## config.mk

```make
export PLATFORM = sky130hd
export DESIGN_NAME = add_arbiter
export DESIGN_NICKNAME = d
export VERILOG_FILES = /design/src/rtl/add_arbiter.sv
export SDC_FILE = /design/constraint.sdc
export NUM_CORES = 1
export LEC_CHECK = 0
export ABC_AREA = 1
export BUFFER_PORTS_ARGS = -buffer_cell sky130_fd_sc_hd__clkbuf_2
export CAP_MARGIN = 20
export CORE_MARGIN = 5
export CORE_UTILIZATION = 54
export DETAILED_ROUTE_END_ITERATION = 10
export PLACE_DENSITY = 0.83
export SYNTH_ARGS = -nofsm -noshare
export SYNTH_HDL_FRONTEND = slang
export SYNTH_SLANG_ARGS = --single-unit
export TNS_END_PERCENT = 100
```

## constraint.sdc

```tcl
create_clock -name clk -period 4.2 [get_ports clk]
set_clock_uncertainty 0.15 [all_clocks]
set_input_delay 0.42 -clock clk [delete_from_list [all_inputs] [get_ports clk]]
set_output_delay 0.42 -clock clk [all_outputs]
set_load 0.02 [all_outputs]
```

## src/rtl/add_arbiter.sv

```systemverilog
// add_arbiter: grants one of four sources a burst on a shared 2-bit adder.
// Ports: clk, rst (async high); req[3:0], wave_a/wave_b[7:0], burst_len in;
// in1/in2 operands, gnt one-hot, busy, burst_done, sum_valid out.
// Macro ARB_FIXED_PRI_EN: fixed priority (req[0] highest) instead of round-robin.
module add_arbiter #(
  parameter int BURST_W = 4
) (
  input  logic               clk,
  input  logic               rst,
  input  logic [3:0]         req,
  input  logic [7:0]         wave_a,
  input  logic [7:0]         wave_b,
  input  logic [BURST_W-1:0] burst_len,
  output logic [1:0]         in1,
  output logic [1:0]         in2,
  output logic [3:0]         gnt,
  output logic               busy,
  output logic               burst_done,
  output logic               sum_valid
);

  typedef enum logic [1:0] {
    IDLE = 2'd0,
    ARB  = 2'd1,
    XFER = 2'd2
  } state_e;

  state_e               state_q, state_d;
  logic [BURST_W-1:0]   cnt_q, cnt_d;
  logic [1:0]           owner_q, owner_d;
  logic [3:0]           gnt_q, gnt_d;
  logic [1:0]           in1_q, in1_d;
  logic [1:0]           in2_q, in2_d;
  logic                 sv_q, sv_d;
  logic                 done;
  logic [1:0]           win;

`ifdef ARB_FIXED_PRI_EN
  // Descending scan so the lowest set index is written last.
  always_comb begin
    win = 2'd0;
    for (int k = 3; k >= 0; k--) begin
      if (req[k]) win = 2'(k);
    end
  end
`else
  logic [1:0] last_q, last_d;
  logic [1:0] idx;

  // Scan offsets 3..1..0 from last_q+1 so the nearest one wins.
  always_comb begin
    win = 2'd0;
    idx = 2'd0;
    for (int k = 3; k >= 0; k--) begin
      idx = last_q + 2'(k + 1);
      if (req[idx]) win = idx;
    end
  end

  always_ff @(posedge clk or posedge rst) begin
    if (rst) last_q <= 2'd3;
    else     last_q <= last_d;
  end
`endif

  always_comb begin
    state_d = state_q;
    cnt_d   = cnt_q;
    owner_d = owner_q;
    gnt_d   = gnt_q;
    done    = 1'b0;
`ifndef ARB_FIXED_PRI_EN
    last_d  = last_q;
`endif
    unique case (state_q)
      IDLE: begin
        if (|req) state_d = ARB;
      end
      ARB: begin
        if (|req) begin
          state_d = XFER;
          owner_d = win;
          cnt_d   = burst_len;
          gnt_d   = 4'b0001 << win;
`ifndef ARB_FIXED_PRI_EN
          last_d  = win;
`endif
        end else begin
          state_d = IDLE;
        end
      end
      XFER: begin
        // Last beat: count exhausted or owner withdrew its request.
        if (cnt_q == '0 || !req[owner_q]) begin
          done    = 1'b1;
          state_d = (|req) ? ARB : IDLE;
          gnt_d   = 4'b0000;
          cnt_d   = '0;
        end else begin
          cnt_d = cnt_q - 1'b1;
        end
      end
      default: begin
        state_d = IDLE;
        gnt_d   = 4'b0000;
      end
    endcase
  end

  // Operands load on the edge entering/continuing XFER, so they are
  // non-zero exactly while the FSM sits in XFER.
  always_comb begin
    in1_d = 2'b00;
    in2_d = 2'b00;
    if (state_d == XFER) begin
      in1_d = wave_a[{owner_d, 1'b0} +: 2];
      in2_d = wave_b[{owner_d, 1'b0} +: 2];
    end
    sv_d = (state_q == XFER);
  end

  always_ff @(posedge clk or posedge rst) begin
    if (rst) begin
      state_q <= IDLE;
      cnt_q   <= '0;
      owner_q <= 2'd0;
      gnt_q   <= 4'b0000;
      in1_q   <= 2'b00;
      in2_q   <= 2'b00;
      sv_q    <= 1'b0;
    end else begin
      state_q <= state_d;
      cnt_q   <= cnt_d;
      owner_q <= owner_d;
      gnt_q   <= gnt_d;
      in1_q   <= in1_d;
      in2_q   <= in2_d;
      sv_q    <= sv_d;
    end
  end

  assign in1        = in1_q;
  assign in2        = in2_q;
  assign gnt        = gnt_q;
  assign busy       = (state_q == XFER);
  assign burst_done = done;
  assign sum_valid  = sv_q;

endmodule

```

==> run metrics <==
outcome finished, final reports clean; WP depth 13; crit path DAT roughly 2200 ps; Syn-to-layout area delta 17.24%; M1 GR Usage 0.2050; clock sinks 19; fraction of final layout cells sized beyond drive strength 1 0.2570; logic gate share of total power 0.617; CTS resizes 0; Diodes inserted 0; 1st-iter DRT viols 41; FF-to-FF path depth 13; synthesized flop and latch total 19; Pwr per Cell Area about 750 mW/mm^2; Fill cells 196; DP Cell Count about 240; maximum VDD drop around 0.00039 V; RR Endpoint in1[0]$_DFF_PP0_; CTS Buf Count 3; DIE WIDTH 57.94 um; Reg area 478.0 um^2; Post-CTS Hold Buffers 0; Crit Path Max Fanout 11; busiest grt layer met2; Setup Viol. Count Final 0; M3 GR Usage 0.03341; Slew @ Worst Pin ~700 ps; ys flop type dfrtp_1; grt met2 use 0.3242; Antenna Nets Post-Route 0; worst-path cell chain inv_4, nand2_1, nand2_1, nand2_1, nand2_1, inv_2, nand2_1, nand2_1, nand3_2, nand2_4, nand2_1, nand3_1, a21oi_1; Starting Density 0.5611; WP buf/inv 2; GRT overflow 0; standard-cell rows 17; Fmax achieved around 0.46 GHz; PortBufs 36; placed wire-length estimate roughly 2300 um; Distinct cells, synth 25; xor/xnor share of the synthesized area 0.01411; Worst-Skew Late Latency about 290 ps; Setup TNS 0 ps; flop2flop setup slack slightly above 2000 ps; Synth Area in Adders 0.02016; TritonRoute pass-1 iters 5; Final period util 0.5150; WHS between 40 and 50 ps; yosys warns 0; number of nets in the layout about 240; max-slew violations 0; RSZ-0062 raised after global routing no; EDFF count, synth 0; CTS root buffer clkbuf_4; Critical Path End in1[0]$_DFF_PP0_; Worst-path clk slew 110 ps; vias in the first global route 1225; Worst path slowest cell dfstp_2; sw frac 0.5179; initial antenna violation count 0; GRT Util Overall 0.1790; Hold Crit Class input port to asynchronous set/reset pin; syn nets 205; DR vias 1221; compound-gate portion of the synthesized area 0.1139; final non-filler cell total 242; H-tree Lvls 1; io pins 37; final WL 2791 um; Leak Pwr 0.8492 nW; CTS tree done; syn avg cell area 7.012 um^2; Mapped Area about 0.0012 mm^2; NetSw between 0.0005 and 0.0006 W; Setup CP Type register to register; Flop pwr share 0.298; fin crit period about 2200 ps; largest net degree at the start of global routing 20; Mapped Cells between 150 and 200; Final WS setup 2037 ps; main combinational cell family by area after synthesis simple AND/OR/NAND/NOR gates; simple-gate share of the synthesized area 0.3367; total power 0.001095 W; CP peak stage delay approximately 630 ps; asr flop ratio synth 1.000; Die Area ~0.0034 mm^2; Max-slew headroom 0.5342; Reg2Reg Launch Point last_q[0]$_DFFE_PP1P_; CTS Buffer Depth 2; cell repeated most along the worst path nand2_1; cell-internal power between 0.0005 and 0.0006 W; RePlAce Congestion around 0.85; post-synthesis mux area share 0; Core Region between 0.002 and 0.0025 mm^2; crit end category register; worst path required time 4240 ps; Post-CTS Setup Bufs 0; CP startpoint last_q[0]$_DFFE_PP1P_; vias per inst slightly above 5; die height between 50 and 60 um; sequential area share after synthesis 0.3851; routed len/inst 11.53 um; CP top delay family simple AND/OR/NAND/NOR gates; Place WS ~2000 ps; CP startpoint kind register; multi-input logic area between 600 and 700 um^2; Post-route DRC 0; max cap viols 0; final hold vios 0; first-pass GRT wire length about 4800 um; Clock power frac 0.085
-- Yosys cell counts, types with 2 or more instances --
library cell / instances / share of area
a21oi_1: 11 / 0.044
buf_6: 2 / 0.018
dfrtp_1: 17 / 0.34
dfstp_2: 2 / 0.042
ha_1: 2 / 0.020
inv_1: 29 / 0.088
inv_2: 5 / 0.015
nand2_1: 48 / 0.15
nand3_1: 17 / 0.069
nand3_2: 5 / 0.040
nand3b_1: 4 / 0.024
nor2_1: 10 / 0.030
o21ai_0: 13 / 0.052
-- cell families (layout without fill, tap and decap cells) --
group           after synthesis  after routing
simple gates                 89             89
fa+ha+maj                     2              2
compound gates               27             27
xor+xnor                      2              2
buf+inv                      38             75
flops                        19             19
-- area by class of cell --
cell class              count  share of cell area
flip-flops and latches     19              0.3285
well taps                  28             0.02408
clock buffers               4             0.01806
inverters                  35             0.09200
multi-input cells         120              0.4136
repair buffers             36              0.1238
-- metal layers --
metal / vias up / routed length, um
li1: 628 / -
met1: 546 / 1193
met2: 45 / 1414
met3: 2 / 160
met4: 0 / 23
met5: - / 0
-- cells in the final DEF, fill, tap and decap left out, types with 2 or more instances in the layout --
cell,Yosys,routed
nand3b_1,4,4
inv_2,5,5
clkbuf_2,0,36
o21ai_0,13,13
clkbuf_4,0,3
dfstp_2,2,2
nand3_1,17,17
dfrtp_1,17,17
nor2_1,10,10
inv_1,29,29
nand3_2,5,5
nand2_1,48,48
ha_1,2,2
a21oi_1,11,11
-- power groups by stage --
stage	clock network [W]	logic (W)	registers [W]
global route	0.000100	0.000773	0.000338
CTS	0.0000934	0.000678	0.000325
finish	0.0000934	0.000676	0.000326
detailed placement	0	0.000675	0.000329
global placement	0	0.000646	0.000325
floorplan	0	0.000528	0.000340
-- flip-flops by register name, indices dropped and copies added (netlist names) --
name and count:
gnt 4, in2 2, owner_q 2, cnt_q 4, in1 2, sum_valid 1
state_q 2, last_q 2
-- worst min-delay path by stage --
stage                         startpoint                   end  depth (start not counted)
floorplan                            rst  cnt_q[0]$_DFFE_PP0P_                          1
global placement      gnt[1]$_DFFE_PP0P_    gnt[1]$_DFFE_PP0P_                          2
detailed placement  state_q[0]$_DFF_PP0_   sum_valid$_DFF_PP0_                          1
CTS                                  rst  state_q[1]$_DFF_PP0_                          2
global route                         rst  state_q[1]$_DFF_PP0_                          2
finish                               rst  cnt_q[1]$_DFFE_PP0P_                          2
-- per-stage QoR --
| step | instance area (um^2) | utilization |
|---|---|---|
| floorplan | 1241 | - |
| global placement | 1429 | 0.6459 |
| detailed placement | 1429 | 0.6459 |
| CTS | 1455 | 0.6578 |
| global route | 1455 | 0.6578 |
| finish | 1455 | 0.6578 |
No activity file was read; power rests on OpenSTA's default activity.
